File: config.mk
export PLATFORM = sky130hd
export DESIGN_NAME = if_stage
export DESIGN_NICKNAME = d
export VERILOG_FILES = /design/src/rtl/if_stage.sv
export SDC_FILE = /design/constraint.sdc
export NUM_CORES = 1
export LEC_CHECK = 0
export ABC_AREA = 1
export BUFFER_PORTS_ARGS = -buffer_cell sky130_fd_sc_hd__buf_2
export CAP_MARGIN = 20
export CORE_ASPECT_RATIO = 0.8
export CORE_UTILIZATION = 30
export CTS_BUF_LIST = sky130_fd_sc_hd__clkbuf_4 sky130_fd_sc_hd__clkbuf_8 sky130_fd_sc_hd__clkbuf_16
export CTS_CLUSTER_DIAMETER = 150
export CTS_CLUSTER_SIZE = 10
export DETAILED_ROUTE_END_ITERATION = 8
export PLACE_DENSITY_LB_ADDON = 0.2
export SYNTH_ARGS = -nofsm -noshare
export SYNTH_HDL_FRONTEND = slang
export SYNTH_SLANG_ARGS = --single-unit
export TNS_END_PERCENT = 100
File: constraint.sdc
create_clock -name clk -period 1.8 [get_ports clk]
set_clock_uncertainty 0.1 [all_clocks]
set_input_delay 0.36 -clock clk [delete_from_list [all_inputs] [get_ports clk]]
set_output_delay 0.36 -clock clk [all_outputs]
set_load 0.01 [all_outputs]
File: src/rtl/if_stage.sv
// -----------------------------------------------------------------------------
// if_stage -- instruction fetch stage
//
// Issues one sequential fetch per cycle to a synchronous instruction memory
// (read data returns one cycle after the request) and presents each returned
// word to decode together with its byte address. A one-entry hold buffer
// catches the response that is still in flight when decode stalls, so a stall
// release produces no bubble. A redirect flushes everything in flight and
// restarts fetching at the word-aligned redirect address.
//
// Parameters
//   WORD_SIZE   datapath / instruction width
//   ADDR_SIZE   instruction-memory word-address width
//   RESET_PC    first fetch byte address after reset
//
// Ports
//   clk          in   sole clock, rising edge
//   rst          in   synchronous active-low reset
//   stall        in   decode cannot accept; if_* outputs hold
//   redirect     in   taken branch/jump; flush and refetch from redirect_pc
//   redirect_pc  in   new fetch byte address (low two bits ignored)
//   imem_en      out  fetch request this cycle
//   imem_addr    out  word address of the request (pc[ADDR_SIZE+1:2])
//   imem_rdata   in   instruction word, valid the cycle after imem_en
//   if_instr     out  instruction presented to decode
//   if_pc        out  byte address of if_instr
//   if_valid     out  if_instr / if_pc hold a live instruction
// -----------------------------------------------------------------------------
module if_stage #(
   parameter int                   WORD_SIZE = 32,
   parameter int                   ADDR_SIZE = 10,
   parameter logic [WORD_SIZE-1:0] RESET_PC  = 32'h0000_0000
) (
   input  logic                 clk,
   input  logic                 rst,
   input  logic                 stall,
   input  logic                 redirect,
   input  logic [WORD_SIZE-1:0] redirect_pc,
   output logic                 imem_en,
   output logic [ADDR_SIZE-1:0] imem_addr,
   input  logic [WORD_SIZE-1:0] imem_rdata,
   output logic [WORD_SIZE-1:0] if_instr,
   output logic [WORD_SIZE-1:0] if_pc,
   output logic                 if_valid
);

   localparam logic [WORD_SIZE-1:0] NOP       = WORD_SIZE'(32'h0000_0013);
   localparam logic [WORD_SIZE-1:0] PC_STEP   = WORD_SIZE'(4);
   localparam logic [WORD_SIZE-1:0] ALIGN_MSK = ~WORD_SIZE'(3);

   typedef enum logic {BOOT, RUN} state_e;

   state_e                 state_q,     state_d;
   logic [WORD_SIZE-1:0]   pc_q,        pc_d;
   logic                   pend_q,      pend_d;
   logic [WORD_SIZE-1:0]   pend_pc_q,   pend_pc_d;
   logic [WORD_SIZE-1:0]   buf_instr_q, buf_instr_d;
   logic [WORD_SIZE-1:0]   buf_pc_q,    buf_pc_d;
   logic                   buf_valid_q, buf_valid_d;
   logic [WORD_SIZE-1:0]   if_instr_q,  if_instr_d;
   logic [WORD_SIZE-1:0]   if_pc_q,     if_pc_d;
   logic                   if_valid_q,  if_valid_d;
   logic                   issue;

   // A fetch goes out only in RUN while decode is accepting and no flush is
   // happening; reset gates the request port directly.
   assign issue     = (state_q == RUN) && !stall && !redirect;
   assign imem_en   = rst && issue;
   // Bit selection alone gives the modulo-2^ADDR_SIZE wrap of the word address.
   assign imem_addr = pc_q[ADDR_SIZE+1:2];

   assign if_instr  = if_instr_q;
   assign if_pc     = if_pc_q;
   assign if_valid  = if_valid_q;

   always_comb begin
      // NOTE: every _d starts as its _q so no path through this block leaves a
      // variable unassigned, which would otherwise infer a latch.
      state_d     = state_q;
      pc_d        = pc_q;
      pend_d      = pend_q;
      pend_pc_d   = pend_pc_q;
      buf_instr_d = buf_instr_q;
      buf_pc_d    = buf_pc_q;
      buf_valid_d = buf_valid_q;
      if_instr_d  = if_instr_q;
      if_pc_d     = if_pc_q;
      if_valid_d  = if_valid_q;

      // BOOT is a single quiet cycle; a redirect inside it only reloads pc.
      case (state_q)
         BOOT:    state_d = RUN;
         RUN:     state_d = RUN;
         default: state_d = BOOT;
      endcase

      if (redirect) begin
         // Flush: the response arriving this cycle (if any) is dropped because
         // pend is cleared without being consumed.
         pc_d        = redirect_pc & ALIGN_MSK;
         pend_d      = 1'b0;
         buf_valid_d = 1'b0;
         if_valid_d  = 1'b0;
      end else begin
         pend_d = issue;
         if (issue) begin
            pc_d      = pc_q + PC_STEP;
            pend_pc_d = pc_q;
         end

         if (stall) begin
            // Decode is holding if_*; park the in-flight word. No fetch is
            // issued while stalled, so the buffer is never asked to take two.
            if (pend_q) begin
               buf_instr_d = imem_rdata;
               buf_pc_d    = pend_pc_q;
               buf_valid_d = 1'b1;
            end
         end else if (pend_q) begin
            if_instr_d = imem_rdata;
            if_pc_d    = pend_pc_q;
            if_valid_d = 1'b1;
         end else if (buf_valid_q) begin
            // Drain cycle; the fetch issued alongside keeps the stream gapless.
            if_instr_d  = buf_instr_q;
            if_pc_d     = buf_pc_q;
            if_valid_d  = 1'b1;
            buf_valid_d = 1'b0;
         end else begin
            if_valid_d = 1'b0;
         end
      end
   end

   // NOTE: state registers use non-blocking assignments so every flop samples
   // the pre-edge values of the others, independent of statement order.
   always_ff @(posedge clk) begin
      if (!rst) begin
         state_q     <= BOOT;
         pc_q        <= RESET_PC;
         pend_q      <= 1'b0;
         pend_pc_q   <= '0;
         // NOTE: the hold buffer is a handful of flops, not a RAM, so clearing
         // its data fields on reset costs nothing and keeps them deterministic.
         buf_instr_q <= '0;
         buf_pc_q    <= '0;
         buf_valid_q <= 1'b0;
         if_instr_q  <= NOP;
         if_pc_q     <= '0;
         if_valid_q  <= 1'b0;
      end else begin
         state_q     <= state_d;
         pc_q        <= pc_d;
         pend_q      <= pend_d;
         pend_pc_q   <= pend_pc_d;
         buf_instr_q <= buf_instr_d;
         buf_pc_q    <= buf_pc_d;
         buf_valid_q <= buf_valid_d;
         if_instr_q  <= if_instr_d;
         if_pc_q     <= if_pc_d;
         if_valid_q  <= if_valid_d;
      end
   end

endmodule
==> qor.yml, run 1 <==
num_antenna_cells: 0
wl_per_cell_um: 14.43
die-area_um2: 27670
ys_async_sr_fraction: 0
setup_viol: 0
drt_first_pass_iters: 6
antenna_found_initial: 0
cap_violations: 0
die_x_um: 185.7
dp.cells: 1590
pin_count: 144
worstPathArrival_ps: 1930
p_comb_frac: 0.079
dp.final_hpwl_um: 16230
syn-cell-area_um2: 8102
synthSimpleGateAreaFrac: 0.2215
synthToLayoutAreaGrowth_pct: 23.24
yosysMostFrequentCell: "nand2_1"
ys_warn_count: 0
switching_share: 0.2623
p_int_mw: 6.530
setup_tns_ps: 0
synth-compound-area-share: 0.2136
viasPerCell: 4.641
drive_above_1_share: 0.2006
instances_no_fill: 1623
clk_pin_slew_ps: 70
synth_top_family_by_area: "simple AND/OR/NAND/NOR gates"
synth_top_area_cell: "dfxtp_1"
worst_ep_required_time_ps: 2020
drt-total-wl_um: 23420
ys_ff_latch: 188
core_um2: 26390
fin_crit_sh: 0.9516
pre_cts_slack_ps: 61.70
synth-adder-area-share: 0.001544
seq_area_frac_synth: 0.4646
numCtsBuffers: 17
fin_nets: 1322
clock_path_buffers: 2
die_y_um: 149.0
ys_top_cells_by_area: "dfxtp_1 46%, nand2_1 12%, o21ai_0 8.0%"
cts-root-buf: "clkbuf_16"
timing.fmax_mhz: 583.8
avgSynthCellArea_um2: 7.169
remaining_drc_errors: 0
ir_drop_mv: 0.6565
leakagePower_nw: 3.881
num_vias: 7532
final_core_util: 0.3783
h-tree-depth: 4
yosysUniqueCellTypes: 32
drv_slew: 0
port_buffers: 139
place_congestion: 0.8694
p_switching_mw: 2.322
worst_slack_ps: 87.14
grt_pass1_wl_um: 37440
cts_tree: "built"
ant_nets: 0
seqPwrFrac: 0.495
synth_commonest_cells: "264 x nand2_1, 188 x dfxtp_1, 130 x o21ai_0"
synth_edf_count: 0
synth_top_area_share: 0.4646
hold_viol_final: 0
critical_path_class: "flop to flop"
clk-insertion-delay-late_ps: 430
grt_usage: 0.1729
cts_hold_buffers: 0
grt_max_degree: 75
outcome: "finished clean"
synth.area.mux_share: 0
critical_path.startpoint_type: "flop"
crit_fanout: 4
synthXorXnorAreaFrac: 0.002162
std_cell_rows: 53
p_per_area_nw_per_um2: 886.6
cp-end-kind: "flop"
period_needed_ps: 1713
clkSinkCount: 188
start_util: 0.3070
power_frac_clock: 0.426
hold_class: "input port to flop"
first_global_vias: 6784
syn_inst: 1130
dr.first_iter.drc_count: 533
grt-ovfl-total: 0
synth_top_flop_cell: "dfxtp_1"
-- logic make-up (layout without fill, tap and decap cells) --
group / Yosys count / in the layout
adders and majority gates: 1 / 1
and+or+nand+nor: 434 / 434
xor gates and xnor gates: 2 / 2
buffers and inverters: 181 / 316
other: 1 / 2
AOI/OAI and AO/OA: 323 / 323
DFF: 188 / 188
-- cells in the final DEF (no fill, tap or decap), drive strengths merged --
master	count
a22oi	2
o21a	1
inv	102
clkinv	4
a31oi	63
nand4	6
o211ai	7
conb	2
a21oi	98
a32oi	1
a211oi	1
o221ai	1
xor2	2
nand2	265
and2	1
nor3	11
ha	1
clkinvlp	2
dfxtp	188
nor2	106
o21ai	149
nand3	45
buf	189
bufinv	1
clkbuf	18
-- path summary, 6_finish.rpt --
kind | from | to | slack (ps) | cells after the start
worst max-delay path | pc_q[10] | pc_q[28] | 90 | 7
worst min-delay path | rst | state_q | 50 | 1
worst min register to register | buf_pc_q[5] | buf_pc_q[5] | 340 | 2
worst max register to register | pc_q[10] | pc_q[28] | 90 | 7
-- state kept, by name (all words and copies together), names as in the netlist --
| signal | cells |
|---|---|
| buf_instr_q | 32 |
| if_instr | 32 |
| buf_pc_q | 30 |
| if_pc | 30 |
| pc_q | 30 |
| pend_pc_q | 30 |
| buf_valid_q | 1 |
| if_valid | 1 |
| pend_q | 1 |
| state_q | 1 |
-- power by group through the flow --
stage / clock [mW] / sequential [mW] / combinational (mW)
5_1_grt: 4.07 / 4.40 / 0.783
4_1_cts: 3.90 / 4.38 / 0.694
6_report: 3.77 / 4.38 / 0.696
2_1_floorplan: 0 / 4.45 / 0.391
3_3_place_gp: 0 / 4.48 / 0.690
3_5_place_dp: 0 / 4.48 / 0.691
-- what timing repair did --
| action | 4_1_cts | 5_1_grt |
|---|---|---|
| pin swaps | 0 | 1 |
| gates cloned | 0 | 0 |
| setup endpoints to repair | 1 | 16 |
| setup buffers | 0 | 1 |
| gates resized for setup | 1 | 18 |
-- final cells by class --
class	count	area, um^2
inverter	95	359.1
multi-input combinational	762	3612
clock buffer	18	432.9
tap	357	446.7
fill	2869	16410
clock inverter	14	151.4
timing repair buffer	189	1211
sequential	188	3771
-- critical path, stage by stage (launching register included) --
cell	delay (ps)
dfxtp_1	440
nand2_1	180
nor2_2	210
nand2_1	160
nor2_4	150
nand3_1	120
xor2_1	180
o21ai_1	70
-- through the flow --
step | hold WS (ps) | instance area [um^2] | total power [mW]
floorplan | 287.7 | 8105 | 4.845
global placement | 330.3 | 9334 | 5.167
finish | 54.06 | 9985 | 8.852
CTS | 41.49 | 9921 | 8.977
global route | 41.51 | 9985 | 9.254
detailed placement | 333.8 | 9334 | 5.169
-- metal layers --
metal  GRT usage  share of wire
met5           0              0
met4     0.03320         0.0061
met3     0.03760          0.044
met2      0.2336           0.40
met1      0.2738           0.55
(Power assumes the default switching activity.)
==> inputs of run 2 (changes only) <==
==> constraint.sdc (replaced) <==
create_clock -name clk -period 1.8 [get_ports clk]
set_clock_uncertainty 0.1 [all_clocks]
set_input_delay 0.36 -clock clk [delete_from_list [all_inputs] [get_ports clk]]
set_output_delay 0.36 -clock clk [all_outputs]
set_load 0.02 [all_outputs]
==> run 2 against run 1 <==
  * Cell area grew 0.20%
  * Critical path depth fell by 2
  * Largest power group unchanged
  * Core utilization up 0.076 points
  * Non-clock buffer count increased by 1
  * Critical path type is now flop to output port
  * Flip-flop and latch count did not move
  * Worst hold slack improved by 32 ps
  * Count of clock-buffer cells in the layout did not move
  * Clock power hardly changed
  * Fmax shrank 0.73%
  * Power increased by 0.55%
==> qor.yml, run 2 (synthesized netlist as in run 1, its figures left out) <==
outcome: "finished clean"
p_comb_frac: 0.081  # +0.002
final_common_cell: "nand2_1"
num_antenna_cells: 0  # unchanged
antenna_found_initial: 0  # unchanged
cts_tree: "built"
setup_tns_ps: 0  # unchanged
fin_nets: 1323  # +0.076%
instances_no_fill: 1624  # +0.062%
r2r-end: "pc_q[21]"
die-area_um2: 27670  # unchanged
num_vias: 7580  # +0.64%
wl_per_cell_um: 14.41  # -0.18%
drt-total-wl_um: 23400  # -0.12%
p_per_area_nw_per_um2: 889.7  # +0.35%
cts-root-buf: "clkbuf_16"
hold_class: "input port to flop"
remaining_drc_errors: 0  # unchanged
grt_pass1_wl_um: 37310  # -0.35%
power_frac_clock: 0.426  # about the same
drt_first_pass_iters: 5  # -1
grt_usage: 0.1724  # -0.0005470
grt-ovfl-total: 0  # unchanged
crit_fanout: 9  # +5
ir_drop_mv: 0.5529  # -16%
hold_viol_final: 0  # unchanged
port_buffers: 139  # unchanged
first_global_vias: 6795  # +0.16%
dr.first_iter.drc_count: 556  # +4.3%
worstMarginPinSlew_ps: 524.8
setup_viol: 0  # unchanged
die_x_um: 185.7  # unchanged
clk-insertion-delay-late_ps: 430  # about the same
clkSinkCount: 188  # unchanged
rsz0062_at_grt: "false"
p_switching_mw: 2.351  # +1.2%
hold_start: "imem_rdata[27]"
hold_end: "buf_instr_q[27]"
clock_path_buffers: 2  # unchanged
mostFrequentLayoutCells: "262 x nand2_1, 180 x dfxtp_1, 137 x buf_2"
dp.cells: 1591  # +0.063%
numCtsBuffers: 17  # unchanged
final_core_util: 0.3791  # +0.0007580
cp-end-kind: "output port"
hold_depth: 3  # +2
dp.final_hpwl_um: 16010  # -1.4%
worstRegToRegCells: 7  # unchanged
fin_crit_sh: 0.9586  # +0.007042
die_y_um: 149.0  # unchanged
core_um2: 26390  # unchanged
timing.rr.start: "pc_q[15]"
p_int_mw: 6.550  # +0.31%
start_util: 0.3070  # unchanged
timing.fmax_mhz: 579.5  # -0.73%
std_cell_rows: 53  # unchanged
viasPerCell: 4.667  # +0.58%
worst_ep_required_time_ps: 1340  # -680 ps
worstPathArrival_ps: 1270  # -660 ps
seqPwrFrac: 0.492  # -0.003
max_slew_margin: 0.6502
drive_above_1_share: 0.2021  # +0.001420
pin_count: 144  # unchanged
clk_pin_slew_ps: 80  # about the same
period_needed_ps: 1726  # +12.67 ps
multi_input_comb_area_um2: 3600  # -0.35%
critical_path.startpoint_type: "flop"
synthToLayoutAreaGrowth_pct: 23.49
drv_slew: 0  # unchanged
leakagePower_nw: 3.891  # +0.26%
regToRegSetupSlack_ps: 110  # +20 ps
h-tree-depth: 4  # unchanged
critical_path_class: "flop to output port"
place_congestion: 0.8794  # +1.2%
ant_nets: 0  # unchanged
switching_share: 0.2641  # +0.001769
grt_max_degree: 128  # +71%
regArea_um2: 3774  # about the same
nFillCells: 2914  # +1.6%
cap_violations: 0  # unchanged
==> run 2: routing by layer <==
layer  up-vias  wire, um  global-route usage
met5         -         0                   0
met4         0       182             0.04221
met3        12      1084             0.03467
met2       166      9199              0.2323
met1      3418     12930              0.2716
li1       3984         -                   -
==> run 2: area by class of cell <==
cell class | count | share of cell area
Sequential cell | 188 | 0.3772
Inverter | 95 | 0.03589
Timing Repair Buffer | 190 | 0.1233
Tap cell | 357 | 0.04465
Clock inverter | 14 | 0.01526
Multi-Input combinational cell | 762 | 0.3598
Clock buffer | 18 | 0.04390
==> run 2: critical path: stages (launching register included) <==
cell and delay (ps):
dfxtp_1 310, inv_1 50, nor2_4 130, inv_4 90, nor2_2 110, buf_4 150
==> run 2: worst max-delay path by stage <==
stage                    end     start  cells after the start
finish               imem_en   state_q                      5
floorplan           pc_q[20]   pc_q[3]                     10
detailed placement  pc_q[28]   pc_q[2]                      8
CTS                 pc_q[28]   pc_q[2]                      8
global route         imem_en   state_q                      5
global placement    pc_q[28]  pc_q[11]                      7
==> run 2: timing repair <==
item | in CTS | in global routing
pin swaps | 0 | 1
gates resized for setup | 3 | 16
endpoints found under the setup margin | 1 | 17
setup buffers | 0 | 1
hold buffers | 0 | 0
gates cloned | 0 | 0
==> run 2: power by group through the flow <==
stage               sequential, mW  combinational, mW  clock (mW)
floorplan                     4.47              0.404           0
global placement              4.47              0.722           0
detailed placement            4.47              0.724           0
CTS                           4.38              0.729        3.94
global route                  4.40              0.815        4.11
finish                        4.38              0.724        3.79
==> run 2: through the flow <==
step / area (um^2) / hold slack, ps / total power [mW] / setup slack [ps]
after floorplan: 8105 / 287.7 / 4.875 / 256.4
after global placement: 9354 / 332.6 / 5.196 / 102.7
after detailed placement: 9354 / 336.2 / 5.198 / 56.03
after CTS: 9953 / 65.51 / 9.049 / 0.5849
after global routing: 10000 / 79.49 / 9.325 / 3.148
final: 10000 / 85.81 / 8.901 / 74.46
==> inputs of run 3 (changes only) <==
Settings changed: MAX_ROUTING_LAYER set to met4.
==> run 3 against run 2 <==
  * Cell count up 0.18%
  * Critical endpoint unchanged
  * Via count is 0.34% lower
  * Non-clock buffer count rose by 4
  * Setup slack worse by 16 ps
  * Wire length is 0.62% higher
  * First-iteration DRC count is 3.6% lower
  * Worst hold slack lost 24 ps
  * Die area stayed put
  * Combinational power is 1% higher
  * Fmax shrank 0.95%
==> qor.yml, run 3 (synthesized netlist as in run 1, its figures left out) <==
cts_hold_buffers: 0  # unchanged
hold_ws_ps: 61.69  # -24.13 ps
mostFrequentLayoutCells: "262 x nand2_1, 179 x dfxtp_1, 137 x buf_2"
setup_viol: 0  # unchanged
viasPerCell: 4.643  # -0.53%
p_per_area_nw_per_um2: 901.3  # +1.3%
grt-ovfl-total: 0  # unchanged
hold_class: "input port to flop"
final_common_cell: "nand2_1"
clk-insertion-delay-late_ps: 430  # about the same
met2_usage: 0.2274  # -0.004851
drive_above_1_share: 0.2071  # +0.005035
dr.first_iter.drc_count: 536  # -3.6%
place_congestion: 0.8837  # +0.49%
num_vias: 7554  # -0.34%
die_y_um: 149.0  # unchanged
fin_nets: 1327  # +0.30%
timing.fmax_mhz: 574.0  # -0.95%
setup_tns_ps: 0  # unchanged
rsz0062_at_grt: "true"
h-tree-depth: 4  # unchanged
top_usage_layer: "met1"
num_antenna_cells: 0  # unchanged
grt_pass1_wl_um: 37540  # +0.61%
first_global_vias: 6783  # -0.18%
synthToLayoutAreaGrowth_pct: 24.40
cap_violations: 0  # unchanged
period_needed_ps: 1742  # +16.49 ps
antenna_found_initial: 0  # unchanged
leakagePower_nw: 3.938  # +1.2%
critical_path.startpoint_type: "flop"
outcome: "finished clean"
die-area_um2: 27670  # unchanged
drt_first_pass_iters: 7  # +2
clock_path_buffers: 2  # unchanged
die_x_um: 185.7  # unchanged
ant_nets: 0  # unchanged
ir_drop_mv: 0.6636  # +20%
cts-root-buf: "clkbuf_16"
drv_slew: 0  # unchanged
dp.final_hpwl_um: 16360  # +2.2%
finalInstanceArea_um2: 10080  # +0.74%
remaining_drc_errors: 0  # unchanged
use_met3: 0.03369  # -0.0009766
worst_slack_ps: 57.97  # -16.49 ps
place_area_um2: 9369  # +0.16%
cts_tree: "built"
final_core_util: 0.3819  # +0.002797
clkSinkCount: 188  # unchanged
critical_path_class: "flop to output port"
pin_count: 144  # unchanged
clk_pin_slew_ps: 70  # about the same
gr-usage-met1: 0.2819  # +0.01031
worst_ep_required_time_ps: 1340  # about the same
start_util: 0.3070  # unchanged
wl_per_cell_um: 14.47  # +0.43%
worstPathArrival_ps: 1280  # about the same
crit_fanout: 3  # -6
fin_crit_sh: 0.9678  # +0.009162
grt_max_degree: 109  # -15%
core_um2: 26390  # unchanged
std_cell_rows: 53  # unchanged
drt-total-wl_um: 23540  # +0.62%
hold_viol_final: 0  # unchanged
cp-end-kind: "output port"
port_buffers: 139  # unchanged
grt_usage: 0.1783  # +0.005973
numCtsBuffers: 17  # unchanged
pre_cts_slack_ps: 73.40  # +17.38 ps
-- run 3: changes by cell type in the layout (fill, tap and decap cells not counted), sizes merged --
| cell | before | now |
|---|---|---|
| buf | 190 | 194 |
| bufinv | 1 | 3 |
| clkbuf | 18 | 17 |
| clkinv | 4 | 3 |
| clkinvlp | 3 | 2 |
-- run 3: power breakdown --
part	leakage [nW]	switching, mW	internal, mW
logic	2.11	0.456	0.278
registers	1.53	0.108	4.28
clock network	0.296	1.74	2.22
-- run 3: layer usage --
metal | part of all wire | vias to the layer above
met4 | 0.0075 | 0
met2 | 0.39 | 189
li1 | - | 3989
met1 | 0.55 | 3359
met3 | 0.052 | 17
met5 | 0 | -
-- run 3: final cells by class --
class	count	area (um^2)
multi-input combinational	762	3618
fill	2859	16310
clock inverter	14	183.9
clock buffer	17	425.4
sequential	188	3775
inverter	95	361.6
tap	357	446.7
timing repair buffer	194	1267
-- run 3: repair_timing --
item	in CTS	in global routing
pin swaps	0	3
setup buffers	0	3
setup endpoints to repair	1	17
resized for setup	3	25
-- run 3: stage by stage --
step	total power [mW]	cells
after global placement	5.199	1593
final	9.084	1627
after global routing	9.485	1627
after floorplan	4.875	1131
after detailed placement	5.201	1593
after CTS	9.187	1624
-- run 3: final timing paths --
check	slack, ps	endpoint	cells past startpoint	startpoint
max reg2reg	140	pc_q[21]	7	pc_q[16]
min	60	state_q	1	rst
min reg2reg	340	buf_instr_q[16]	2	buf_instr_q[16]
max	60	imem_en	5	state_q
-- run 3: critical path, cell delays in order (launching register included) --
cell	delay (ps)
dfxtp_2	320
inv_2	40
nor2_4	160
clkinv_4	90
nor2_4	120
buf_6	120
